==> src/rtl/uart_pkg.sv <==
// Shared UART receiver types and default constants.
// Optional parity support is compiled in when UART_RX_PARITY_EN is defined.
package uart_pkg;

  localparam int UART_CLK_DIV_DEF   = 43;
  localparam int UART_DATA_BITS_DEF = 8;

`ifdef UART_RX_PARITY_EN
  typedef enum logic [2:0] {
    IDLE   = 3'd0,
    START  = 3'd1,
    DATA   = 3'd2,
    PARITY = 3'd3,
    STOP   = 3'd4
  } uart_rx_state_t;
`else
  typedef enum logic [2:0] {
    IDLE  = 3'd0,
    START = 3'd1,
    DATA  = 3'd2,
    STOP  = 3'd4
  } uart_rx_state_t;
`endif

endpackage

==> src/rtl/uart_rx_sync.sv <==
// Two-flop synchronizer for the serial line plus a third flop for falling-edge detect.
// All flops reset to 1 so an idle-high line never looks like a start edge.
module uart_rx_sync (
  input  logic clk,
  input  logic rst_n,
  input  logic async_in,
  output logic sync_out,
  output logic fall
);

  logic s1_q, s2_q, s3_q;

  always_ff @(posedge clk or negedge rst_n) begin
    if (!rst_n) begin
      s1_q <= 1'b1;
      s2_q <= 1'b1;
      s3_q <= 1'b1;
    end else begin
      s1_q <= async_in;
      s2_q <= s1_q;
      s3_q <= s2_q;
    end
  end

  assign sync_out = s2_q;
  assign fall     = s3_q & ~s2_q;

endmodule

==> src/rtl/uart_rx_param.sv <==
// Parameterized UART receiver: start-edge detect, mid-bit sampling, status flags.
// Define UART_RX_PARITY_EN to expect a parity bit between data and stop bits.
module uart_rx_param
  import uart_pkg::*;
#(
  parameter int CLK_DIV    = UART_CLK_DIV_DEF,
  parameter int DATA_BITS  = UART_DATA_BITS_DEF,
  parameter int PARITY_ODD = 0
) (
  input  logic                 clk,
  input  logic                 rst_n,
  input  logic                 RX,
  input  logic                 clr_rdy,
  output logic [DATA_BITS-1:0] rx_data,
  output logic                 rdy,
  output logic                 frame_err,
  output logic                 overrun,
  output logic                 parity_err,
  output uart_rx_state_t       dbg_state_o
);

  localparam int CW = $clog2(CLK_DIV);
  localparam int BW = $clog2(DATA_BITS + 1);
  localparam logic [CW-1:0] BAUD_LAST = CW'(CLK_DIV - 1);
  localparam logic [CW-1:0] HALF_LAST = CW'(CLK_DIV / 2 - 1);
  localparam logic [BW-1:0] BIT_LAST  = BW'(DATA_BITS - 1);

  if (CLK_DIV < 8 || CLK_DIV > 1023) begin : g_bad_clk_div
    $error("uart_rx_param: CLK_DIV out of range 8..1023");
  end
  if (DATA_BITS < 5 || DATA_BITS > 9) begin : g_bad_data_bits
    $error("uart_rx_param: DATA_BITS out of range 5..9");
  end
  if (PARITY_ODD != 0 && PARITY_ODD != 1) begin : g_bad_parity_odd
    $error("uart_rx_param: PARITY_ODD must be 0 or 1");
  end

  logic rx_s, rx_fall;

  uart_rx_sync u_sync (
    .clk      (clk),
    .rst_n    (rst_n),
    .async_in (RX),
    .sync_out (rx_s),
    .fall     (rx_fall)
  );

  uart_rx_state_t       state_q, state_d;
  logic [CW-1:0]        baud_q, baud_d;
  logic [BW-1:0]        bit_q, bit_d;
  logic [DATA_BITS-1:0] shift_q, shift_d;
  logic [DATA_BITS-1:0] rx_data_q, rx_data_d;
  logic                 rdy_q, rdy_d;
  logic                 fe_q, fe_d;
  logic                 ovr_q, ovr_d;
  logic                 done;
`ifdef UART_RX_PARITY_EN
  logic                 par_q, par_d;
  logic                 pe_q, pe_d;
`endif

  always_ff @(posedge clk or negedge rst_n) begin
    if (!rst_n) begin
      state_q   <= IDLE;
      baud_q    <= '0;
      bit_q     <= '0;
      shift_q   <= '0;
      rx_data_q <= '0;
      rdy_q     <= 1'b0;
      fe_q      <= 1'b0;
      ovr_q     <= 1'b0;
`ifdef UART_RX_PARITY_EN
      par_q     <= 1'b0;
      pe_q      <= 1'b0;
`endif
    end else begin
      state_q   <= state_d;
      baud_q    <= baud_d;
      bit_q     <= bit_d;
      shift_q   <= shift_d;
      rx_data_q <= rx_data_d;
      rdy_q     <= rdy_d;
      fe_q      <= fe_d;
      ovr_q     <= ovr_d;
`ifdef UART_RX_PARITY_EN
      par_q     <= par_d;
      pe_q      <= pe_d;
`endif
    end
  end

  always_comb begin
    state_d = state_q;
    baud_d  = baud_q;
    bit_d   = bit_q;
    shift_d = shift_q;
    done    = 1'b0;
`ifdef UART_RX_PARITY_EN
    par_d   = par_q;
`endif
    case (state_q)
      IDLE: begin
        // Only an edge starts a frame, so a line held low (break) stays idle.
        if (rx_fall) begin
          state_d = START;
          baud_d  = '0;
          bit_d   = '0;
        end
      end
      START: begin
        if (baud_q == HALF_LAST) begin
          baud_d  = '0;
          state_d = rx_s ? IDLE : DATA;
        end else begin
          baud_d = baud_q + 1'b1;
        end
      end
      DATA: begin
        if (baud_q == BAUD_LAST) begin
          baud_d  = '0;
          shift_d = {rx_s, shift_q[DATA_BITS-1:1]};
          bit_d   = bit_q + 1'b1;
          if (bit_q == BIT_LAST) begin
`ifdef UART_RX_PARITY_EN
            state_d = PARITY;
`else
            state_d = STOP;
`endif
          end
        end else begin
          baud_d = baud_q + 1'b1;
        end
      end
`ifdef UART_RX_PARITY_EN
      PARITY: begin
        if (baud_q == BAUD_LAST) begin
          baud_d  = '0;
          par_d   = rx_s;
          state_d = STOP;
        end else begin
          baud_d = baud_q + 1'b1;
        end
      end
`endif
      STOP: begin
        // Return to IDLE right at the stop sample; the last half bit is not waited out.
        if (baud_q == BAUD_LAST) begin
          baud_d  = '0;
          done    = 1'b1;
          state_d = IDLE;
        end else begin
          baud_d = baud_q + 1'b1;
        end
      end
      default: state_d = IDLE;
    endcase
  end

  always_comb begin
    rx_data_d = rx_data_q;
    rdy_d     = rdy_q;
    fe_d      = fe_q;
    ovr_d     = ovr_q;
`ifdef UART_RX_PARITY_EN
    pe_d      = pe_q;
`endif
    if (clr_rdy) begin
      rdy_d = 1'b0;
      ovr_d = 1'b0;
    end
    // Completion overrides a simultaneous acknowledge.
    if (done) begin
      rx_data_d = shift_q;
      rdy_d     = 1'b1;
      fe_d      = ~rx_s;
      if (rdy_q && !clr_rdy) ovr_d = 1'b1;
`ifdef UART_RX_PARITY_EN
      pe_d      = (^{shift_q, par_q}) != 1'(PARITY_ODD);
`endif
    end
  end

  assign rx_data     = rx_data_q;
  assign rdy         = rdy_q;
  assign frame_err   = fe_q;
  assign overrun     = ovr_q;
  assign dbg_state_o = state_q;
`ifdef UART_RX_PARITY_EN
  assign parity_err  = pe_q;
`else
  assign parity_err  = 1'b0;
`endif

endmodule

==> config.mk <==
export PLATFORM = sky130hd
export DESIGN_NAME = uart_rx_param
export DESIGN_NICKNAME = d
export VERILOG_FILES = /design/src/rtl/uart_pkg.sv /design/src/rtl/uart_rx_sync.sv /design/src/rtl/uart_rx_param.sv
export SDC_FILE = /design/constraint.sdc
export NUM_CORES = 1
export LEC_CHECK = 0
export ABC_AREA = 1
export BUFFER_PORTS_ARGS = -buffer_cell sky130_fd_sc_hd__buf_2
export CAP_MARGIN = 25
export CORE_UTILIZATION = 35
export CTS_CLUSTER_DIAMETER = 200
export DETAILED_ROUTE_END_ITERATION = 8
export PLACE_DENSITY_LB_ADDON = 0.15
export SYNTH_ARGS = -nofsm -noshare
export SYNTH_HDL_FRONTEND = slang
export SYNTH_SLANG_ARGS = --single-unit
==> constraint.sdc <==
create_clock -name clk -period 1.6 [get_ports clk]
set_input_delay 0.08 -clock clk [delete_from_list [all_inputs] [get_ports clk]]
set_output_delay 0.08 -clock clk [all_outputs]
set_load 0.05 [all_outputs]
==> results of run 1 <==
==> what timing repair did <==
action                                 CTS  global route
hold buffers                             2             0
gates resized for setup                  0             3
setup buffers                            0             4
setup endpoints to repair                0             5
endpoints found under the hold margin   33             0
==> stage by stage <==
step,instances,setup TNS (ns)
2_1_floorplan,193,0
3_3_place_gp,265,0
3_5_place_dp,265,0
4_1_cts,275,0
5_1_grt,279,-0.00644
6_report,279,0
==> kinds of logic (layout without fill, tap and decap cells) <==
logic type,after synthesis,count (layout),synth area share (%)
buf+inv,28,60,7.26
flops,35,35,51.5
compound gates,21,21,9.82
fa+ha+maj,4,4,2.93
simple gates,101,101,26.7
xor+xnor,3,3,1.54
other cells,1,1,0.220
==> power by group through the flow <==
stage          logic (W)  registers (W)  clock network [W]
3_3_place_gp    0.000537        0.00115                  0
2_1_floorplan   0.000416        0.00113                  0
4_1_cts         0.000553        0.00113           0.000678
5_1_grt         0.000655        0.00116           0.000714
6_report        0.000557        0.00114           0.000646
3_5_place_dp    0.000544        0.00115                  0
==> state kept, by name (all words and copies together) (netlist names) <==
signal,flops
u_sync.s3_q,1
baud_q,6
shift_q,8
u_sync.sync_out,1
u_sync.s1_q,1
bit_q,4
rdy,1
dbg_state_o,3
overrun,1
frame_err,1
rx_data,8
==> worst max-delay path: cells and delay by family (launching register included) <==
| kind | cells | cell delay, ns |
|---|---|---|
| DFF | 1 | 0.43 |
| AOI/OAI and AO/OA | 1 | 0.09 |
| and+or+nand+nor | 4 | 0.61 |
| adders and majority gates | 1 | 0.22 |
==> cells in the mapped netlist <==
cell	count	area, sq um
inv_2	1	3.75
nor3_1	1	5.00
o31ai_1	1	7.51
nand2_2	5	31.3
nor2_1	11	41.3
dfrtp_1	32	801
nand4_1	3	18.8
xor2_1	2	17.5
nand3_1	14	70.1
xnor2_1	1	8.76
ha_1	4	50.1
conb_1	1	3.75
nand2_1	60	225
a21oi_1	1	5.00
nand3_2	1	10.0
buf_4	1	7.51
nor3b_1	1	7.51
nand2_4	2	22.5
o21ai_2	16	140
inv_1	24	90.1
dfstp_2	3	78.8
buf_6	2	22.5
o21ai_0	3	15.0
nor2_4	1	11.3
nor2_2	2	12.5
==> metal layers <==
| layer | vias up | global-route usage [%] | wire (um) | part of all wire (%) |
|---|---|---|---|---|
| met3 | 4 | 4.22 | 104 | 3.3 |
| met2 | 19 | 21.0 | 1330 | 43 |
| li1 | 662 | - | - | - |
| met4 | 0 | 5.88 | 36 | 1.2 |
| met5 | - | 0 | 0 | 0 |
| met1 | 570 | 18.9 | 1640 | 53 |
==> final cells by class <==
cell class | instances | area share, %
multi-input cells | 130 | 35.6
well taps | 54 | 3.36
clock inverters | 3 | 0.996
clock buffers | 5 | 3.42
inverters | 25 | 4.67
repair buffers | 27 | 8.22
flip-flops and latches | 35 | 43.8
==> path summary, 6_finish.rpt <==
kind                       depth (start not counted)  slack (ns)         endpoint   startpoint
setup / recovery                                   6        0.11       rx_data[5]    baud_q[1]
hold / removal                                     4        0.05          overrun      clr_rdy
setup reg to reg                                   6        0.11       rx_data[5]    baud_q[1]
hold reg to reg                                    0        0.36  u_sync.sync_out  u_sync.s1_q
max in group asynchronous                          3        0.89      u_sync.s3_q        rst_n
min in group asynchronous                          3        0.35        baud_q[5]        rst_n
==> reports/results.txt, run 1 <==
hold slack: 0.0453 ns
Area Overhead vs Synth: 17.7%
Core ar.: 4690 sq um
row cnt: 25
Internal: 0.00154 W
Iteration-0 DRC Markers: 49
min cycle time layout: 1.49 ns
CTS tree: done
CTS root buffer: clkbuf_8
GRT Total Usage: 14.0%
Clock Path Buffers: 2
post-synthesis net count: 201
net switching power: 0.000805 W
Crit-path slowest cell: dfrtp_1
CP max FO: 19
fin crit share: 93.0%
Synth Area per Inst: 8.84 sq um
number of global-route vias before repair: 1210
Post-Syn Area: 1710 sq um
Routed WL: 3110 um
final worst slack: 0.113 ns
clock sink count: 35
sequential area share after synthesis: 51.5%
Fin. Hold Viols: 0
Worst-path clk slew: 0.08 ns
gr ovfl total: 0
post-layout util: 42.8%
share of layout cells above drive strength 1: 29.3%
pwr dens: 1160 nW/um^2
dpl hpwl: 2150 um
H-tree depth: 2
DRT antenna net count: 0
Leakage: 1.03 nW
Multi-input gate area: 714 sq um
synth unique cells: 25
post-DR wirelength/cell: 11.1 um
drt pass-1 iters: 4
Starting Density: 36.4%
Placement Cell Area: 1860 sq um
status: finished clean
Final nets: 232
clk_lat worst skew: 0.29 ns
Antenna Cells: 0
CP Launch Type: flip-flop
vias per inst: 4.50
Hold WC Path Type: in -> reg
Seq pwr share: 48.6%
Post-Synthesis Cells: 193
Crit. End Element: flip-flop
number of synthesized register bits: 35
max incr delay on CP: 0.43 ns
Worst VDD drop: 0.458 mV
FMAX: 672 MHz
max-cap violations: 0
Sw Share: 34.4%
Max Slew Vio Count: 0
I/O Buffers: 17
Gate power share: 23.8%
Post-Layout Inst Area: 2010 sq um
Ports: 19
CP cell instances: ha_2 -> nand3_2 -> nor2_4 -> nand2_4 -> nand2_1 -> o21ai_0
dpl ws: 0.101 ns
die outline width: 71.8 um
die area: 5160 sq um
clock power share: 27.6%
commonest non-fill, non-tap cell in the layout: nand2_1
crit path DAT: 1.65 ns
largest net degree at the start of global routing: 36
global-route wire length before repair: 5490 um
Final Power: 0.00234 W
Num CTS Buffers: 5
WP data required: 1.76 ns
DRC: 0
skew final: 0.00649 ns
final setup violating endpoints: 0
DR vias: 1255
antenna violations before repair: 0
yosys warns: 0
Fill cells: 495
die height: 71.8 um
gpl congestion: 0.785
most frequent cells in the layout: 60 x nand2_1, 32 x dfrtp_1, 23 x inv_1
CP Class: reg -> reg
Reg area: 880 sq um
(Power assumes the default switching activity.)
==> inputs of run 2 (changes only) <==
Settings changed: MAX_ROUTING_LAYER set to met4, SYNTH_HIERARCHICAL set to 1.
==> reports/results.txt, run 2 <==
DRC: 0 (unchanged)
Post-Layout Inst Area: 1990 sq um (-0.87%)
post-DR wirelength/cell: 10.5 um (-5.8%)
CP Launch Type: flip-flop
antenna violations before repair: 0 (unchanged)
max incr delay on CP: 0.41 ns (-0.02 ns)
H-tree depth: 2 (unchanged)
Gate power share: 22.5% (-1.3 points)
Ports: 19 (unchanged)
Iteration-0 DRC Markers: 37 (-24%)
dpl ws: 0.139 ns (+0.0380 ns)
max-cap violations: 0 (unchanged)
row cnt: 25 (unchanged)
FMAX: 690 MHz (+2.6%)
fin crit share: 90.6% (-2.4 points)
dpl hpwl: 2120 um (-1.4%)
skew final: 0.00816 ns (+0.00168 ns)
Fin. Hold Viols: 0 (unchanged)
Synth Area per Inst: 8.88 sq um (+0.37%)
CP cell instances: inv_1 -> ha_2 -> nand3_2 -> nor2_4 -> nand2_4 -> buf_12 -> nand2_1 -> o21ai_2
Synth top area share: 46.7% (-0.17 points)
Routed WL: 3000 um (-3.4%)
number of synthesized register bits: 35 (unchanged)
CP Buf/Inv Count: 2 (+2)
CP Class: reg -> reg
commonest non-fill, non-tap cell in the layout: nand2_1
pwr dens: 1150 nW/um^2 (-1.1%)
Internal: 0.00152 W (-1.1%)
Hold WC Path Type: in -> reg
post-layout util: 42.2% (-0.65 points)
drt pass-1 iters: 4 (unchanged)
status: finished clean
EDFF count, synth: 0 (unchanged)
Fill cells: 482 (-2.6%)
DR vias: 1253 (-0.16%)
WP data required: 1.79 ns (+0.03 ns)
CP max FO: 14 (-5)
Num CTS Buffers: 5 (unchanged)
clock sink count: 35 (unchanged)
RSZ-0062 raised after global routing: true
GRT Total Usage: 14.4% (+0.38 points)
Clock Path Buffers: 2 (unchanged)
largest net degree at the start of global routing: 36 (unchanged)
Yosys top cell by area: dfrtp_1
synth unique cells: 24 (-4.0%)
total setup buffers inserted after CTS: 0 (unchanged)
count leader, synth: nand2_1
CTS tree: done
Synth area leaders: dfrtp_1 47%, nand2_1 12%, o21ai_2 7.7%
Leakage: 1.02 nW (-1.1%)
final worst slack: 0.151 ns (+0.0381 ns)
net switching power: 0.000775 W (-3.6%)
most frequent cells in the layout: 53 x nand2_1, 32 x dfrtp_1, 24 x inv_1
share of layout cells above drive strength 1: 26.9% (-2.4 points)
vias per inst: 4.38 (-2.6%)
die area: 5180 sq um (+0.35%)
sequential area share after synthesis: 51.4% (-0.19 points)
most frequent cells after synthesis: 53 x nand2_1, 32 x dfrtp_1, 24 x inv_1
Max Slew Vio Count: 0 (unchanged)
DRT antenna net count: 0 (unchanged)
clock power share: 27.4% (-0.2 points)
clk_lat worst skew: 0.29 ns (about the same)
die outline width: 72.0 um (+0.17%)
Worst-path clk slew: 0.07 ns (about the same)
crit path DAT: 1.64 ns (about the same)
Core ar.: 4720 sq um (+0.67%)
global-route wire length before repair: 5440 um (-0.87%)
I/O Buffers: 17 (unchanged)
Antenna Cells: 0 (unchanged)
Sw Share: 33.8% (-0.59 points)
Worst VDD drop: 0.486 mV (+6.2%)
Crit. End Element: flip-flop
Post-synth top flop: dfrtp_1
post-synthesis net count: 201 (unchanged)
Area Overhead vs Synth: 16.3%
min cycle time layout: 1.45 ns (-0.0381 ns)
Seq pwr share: 50.1% (+1.5 points)
gpl congestion: 0.731 (-6.8%)
Final Power: 0.00229 W (-1.9%)
number of global-route vias before repair: 1203 (-0.58%)
gr ovfl total: 0 (unchanged)
die height: 72.0 um (+0.17%)
final setup violating endpoints: 0 (unchanged)
CTS root buffer: clkbuf_8
yosys warns: 6 (+6)
Post-Synthesis Cells: 193 (unchanged)
Final nets: 226 (-2.6%)
Starting Density: 36.3% (-0.11 points)
Crit-path slowest cell: dfrtp_1
Post-synth ARST share: 100% (unchanged)
Placement Cell Area: 1880 sq um (+1.1%)
cell family with most CP delay: flip-flops
Post-Syn Area: 1710 sq um (+0.37%)
hold slack: 0.0432 ns (-0.00214 ns)
-- run 2: what timing repair did --
action                                  in CTS  in global routing
hold endpoints to repair                    33                  0
gates resized for setup                      0                  2
endpoints found under the setup margin       0                  5
hold buffers                                 2                  0
-- run 2: tightest hold or removal path: stages --
cell,delay (ns)
buf_2,0.07
inv_1,0.04
nand2_1,0.06
o21ai_2,0.05
-- run 2: worst paths after layout --
check                             endpoint        start  slack, ns  depth (start not counted)
max                             shift_q[4]    baud_q[0]       0.15                          8
min                                overrun      clr_rdy       0.04                          4
max reg2reg                     shift_q[4]    baud_q[0]       0.15                          8
min reg2reg                u_sync/sync_out  u_sync/s1_q       0.36                          0
max in group asynchronous      u_sync/s3_q        rst_n       0.90                          3
min in group asynchronous        baud_q[5]        rst_n       0.35                          3
-- run 2: kinds of logic after synthesis --
family / Yosys count / share of synthesized area [%]
xor+xnor: 3 / 1.53
compound gates: 24 / 10.3
other cells: 1 / 0.219
buf+inv: 28 / 7.23
fa+ha+maj: 4 / 2.92
simple gates: 98 / 26.4
flops: 35 / 51.4
-- run 2: final cells by class --
class | count | area [sq um] | area share, %
clock buffers | 6 | 72.6 | 3.64
multi-input cells | 130 | 716 | 35.9
well taps | 67 | 83.8 | 4.21
flip-flops and latches | 35 | 880 | 44.2
inverters | 25 | 93.8 | 4.71
clock inverters | 2 | 13.8 | 0.691
repair buffers | 21 | 133 | 6.66
-- run 2: power groups by stage --
stage	Sequential [W]	Combinational, W	Clock (W)
6_report	0.00115	0.000517	0.000629
5_1_grt	0.00117	0.000619	0.000694
4_1_cts	0.00115	0.000527	0.000664
3_5_place_dp	0.00116	0.000520	0
3_3_place_gp	0.00116	0.000525	0
2_1_floorplan	0.00113	0.000424	0
-- run 2: routing by layer --
| layer | global-route usage, % | share of wire (%) |
|---|---|---|
| met4 | 8.50 | 2.7 |
| met1 | 18.5 | 53 |
| met5 | - | 0 |
| met3 | 3.75 | 3.0 |
| met2 | 20.4 | 42 |
-- run 2: per-stage QoR --
stage | setup TNS [ns] | cells
global route | -0.0416 | 286
finish | 0 | 286
global placement | 0 | 276
detailed placement | 0 | 276
CTS | 0 | 286
floorplan | 0 | 193
==> inputs of run 3 (changes only) <==
Clock period 1.6 ns to 1.4 ns, I/O delays scaled along.
==> reports/results.txt, run 3 (synthesized netlist as in run 2, its figures left out) <==
Core ar.: 4720 sq um (unchanged)
CTS tree: done
H-tree depth: 2 (unchanged)
hold slack: 0.0407 ns (-0.00245 ns)
Crit-path slowest cell: dfrtp_1
number of global-route vias before repair: 1231 (+2.3%)
GRT Total Usage: 14.2% (-0.15 points)
beginning of the worst hold path: clr_rdy
gr ovfl total: 0 (unchanged)
Antenna Cells: 0 (unchanged)
fin crit share: 98.2% (+7.6 points)
die height: 72.0 um (unchanged)
skew final: 0.0116 ns (+0.00341 ns)
crit path DAT: 1.55 ns (-0.09 ns)
row cnt: 25 (unchanged)
clock power share: 28.4% (+1.0 points)
Leakage: 1.13 nW (+10%)
pwr dens: 1370 nW/um^2 (+19%)
Area Overhead vs Synth: 33.2%
post-DR wirelength/cell: 10.8 um (+2.6%)
Worst VDD drop: 0.639 mV (+31%)
Fin. Hold Viols: 0 (unchanged)
CP Launch Type: flip-flop
commonest non-fill, non-tap cell in the layout: nand2_1
placed insts: 290 (+5.1%)
DRC: 0 (unchanged)
Levels on crit path: 9 (+1)
WP data required: 1.58 ns (-0.21 ns)
cell family with most CP delay: simple AND/OR/NAND/NOR gates
largest net degree at the start of global routing: 36 (unchanged)
max-cap violations: 0 (unchanged)
Final Non-Filler Cells: 306 (+7.0%)
Clock Path Buffers: 2 (unchanged)
Final nets: 246 (+8.8%)
Sw Share: 31.8% (-2.0 points)
antenna violations before repair: 0 (unchanged)
Iteration-0 DRC Markers: 32 (-14%)
dpl ws: -0.0175 ns (-0.157 ns)
Routed WL: 3290 um (+9.7%)
vias per inst: 4.35 (-0.64%)
drt pass-1 iters: 5 (+1)
cell count of the worst reg-to-reg path: 9 (+1)
FMAX: 727 MHz (+5.4%)
max incr delay on CP: 0.39 ns (-0.02 ns)
min cycle time layout: 1.37 ns (-0.0741 ns)
die area: 5180 sq um (unchanged)
Post-Layout Inst Area: 2280 sq um (+15%)
Ports: 19 (unchanged)
Hold WC Path Type: in -> reg
R2R Path Start: baud_q[0]
global-route wire length before repair: 5510 um (+1.3%)
Gate power share: 30.7% (+8.2 points)
Worst-path clk slew: 0.07 ns (about the same)
CTS root buffer: clkbuf_8
CP cell instances: inv_2 -> ha_4 -> nand3_4 -> nor2_4 -> nand2_4 -> nand2_4 -> nand2_4 -> nand2_2 -> nand2_2
share of layout cells above drive strength 1: 43.9% (+17 points)
Hold Path Cell Cnt: 4 (unchanged)
Max Slew Vio Count: 0 (unchanged)
Seq pwr share: 40.9% (-9.2 points)
CP most frequent cell: nand2_4
most frequent cells in the layout: 37 x nand2_1, 29 x dfrtp_1, 21 x inv_1
Starting Density: 36.3% (unchanged)
clock sink count: 35 (unchanged)
worst setup path startpoint: baud_q[0]
Num CTS Buffers: 5 (unchanged)
CP Buf/Inv Count: 1 (-1)
Internal: 0.00213 W (+40%)
gpl congestion: 0.736 (+0.67%)
Placement Cell Area: 1990 sq um (+5.8%)
dpl hpwl: 2240 um (+5.3%)
status: finished clean
final worst slack: 0.0251 ns (-0.126 ns)
CP max FO: 7 (-7)
CP Class: reg -> reg
Fill cells: 463 (-3.9%)
DRT antenna net count: 0 (unchanged)
I/O Buffers: 17 (unchanged)
final setup violating endpoints: 0 (unchanged)
die outline width: 72.0 um (unchanged)
DR vias: 1332 (+6.3%)
clk_lat worst skew: 0.28 ns (about the same)
RSZ-0062 raised after global routing: true
Crit. End Element: flip-flop
net switching power: 0.000993 W (+28%)
[run 3: power by group through the flow]
stage,Clock [W],Combinational (W),Sequential [W]
4_1_cts,0.000918,0.000847,0.00127
2_1_floorplan,0,0.000485,0.00129
5_1_grt,0.000956,0.00109,0.00130
6_report,0.000887,0.000957,0.00128
3_3_place_gp,0,0.000771,0.00128
3_5_place_dp,0,0.000770,0.00128
[run 3: metrics by stage]
step                      setup TNS, ns  total power [W]  utilization (%)
after floorplan                       0          0.00177                -
after global placement                0          0.00205             42.1
after detailed placement        -0.0602          0.00205             42.1
after CTS                      -0.00163          0.00303             45.9
after global routing              -1.18          0.00335             48.3
final                                 0          0.00312             48.3
[run 3: layer usage]
layer / vias up / GRT usage [%] / wire, um
li1: 697 / - / -
met1: 611 / 18.7 / 1640
met2: 19 / 21.5 / 1530
met3: 5 / 3.33 / 95
met4: 0 / 5.23 / 36
met5: - / - / 0
[run 3: cell type report]
cell class | count | area, sq um | area share (%)
sequential | 35 | 883 | 38.7
multi-input combinational | 130 | 823 | 36.1
timing repair buffer | 41 | 287 | 12.6
inverter | 25 | 93.8 | 4.11
tap | 67 | 83.8 | 3.68
clock buffer | 6 | 72.6 | 3.18
clock inverter | 2 | 37.5 | 1.65
[run 3: worst paths after layout]
kind	end	slack [ns]
worst max register to register	bit_q[0]	0.03
worst min-delay path	overrun	0.04
worst max-delay path	bit_q[0]	0.03
worst min register to register	u_sync/sync_out	0.37
min in group asynchronous	baud_q[5]	0.35
max in group asynchronous	u_sync/s1_q	0.70
[run 3: repair_timing]
action                                  in CTS  in global routing
pin swaps                                    3                 11
endpoints found under the hold margin       33                  0
hold buffers                                 2                  0
endpoints found under the setup margin      19                 28
setup buffers                                3                  3
gates resized for setup                      6                 33
[run 3: worst register-to-register path: stages (launching register included)]
cell and delay [ns]:
dfrtp_1 0.39, inv_2 0.09, ha_4 0.15, nand3_4 0.08, nor2_4 0.16, nand2_4 0.13, nand2_4 0.10, nand2_4 0.07
nand2_2 0.06, nand2_2 0.05
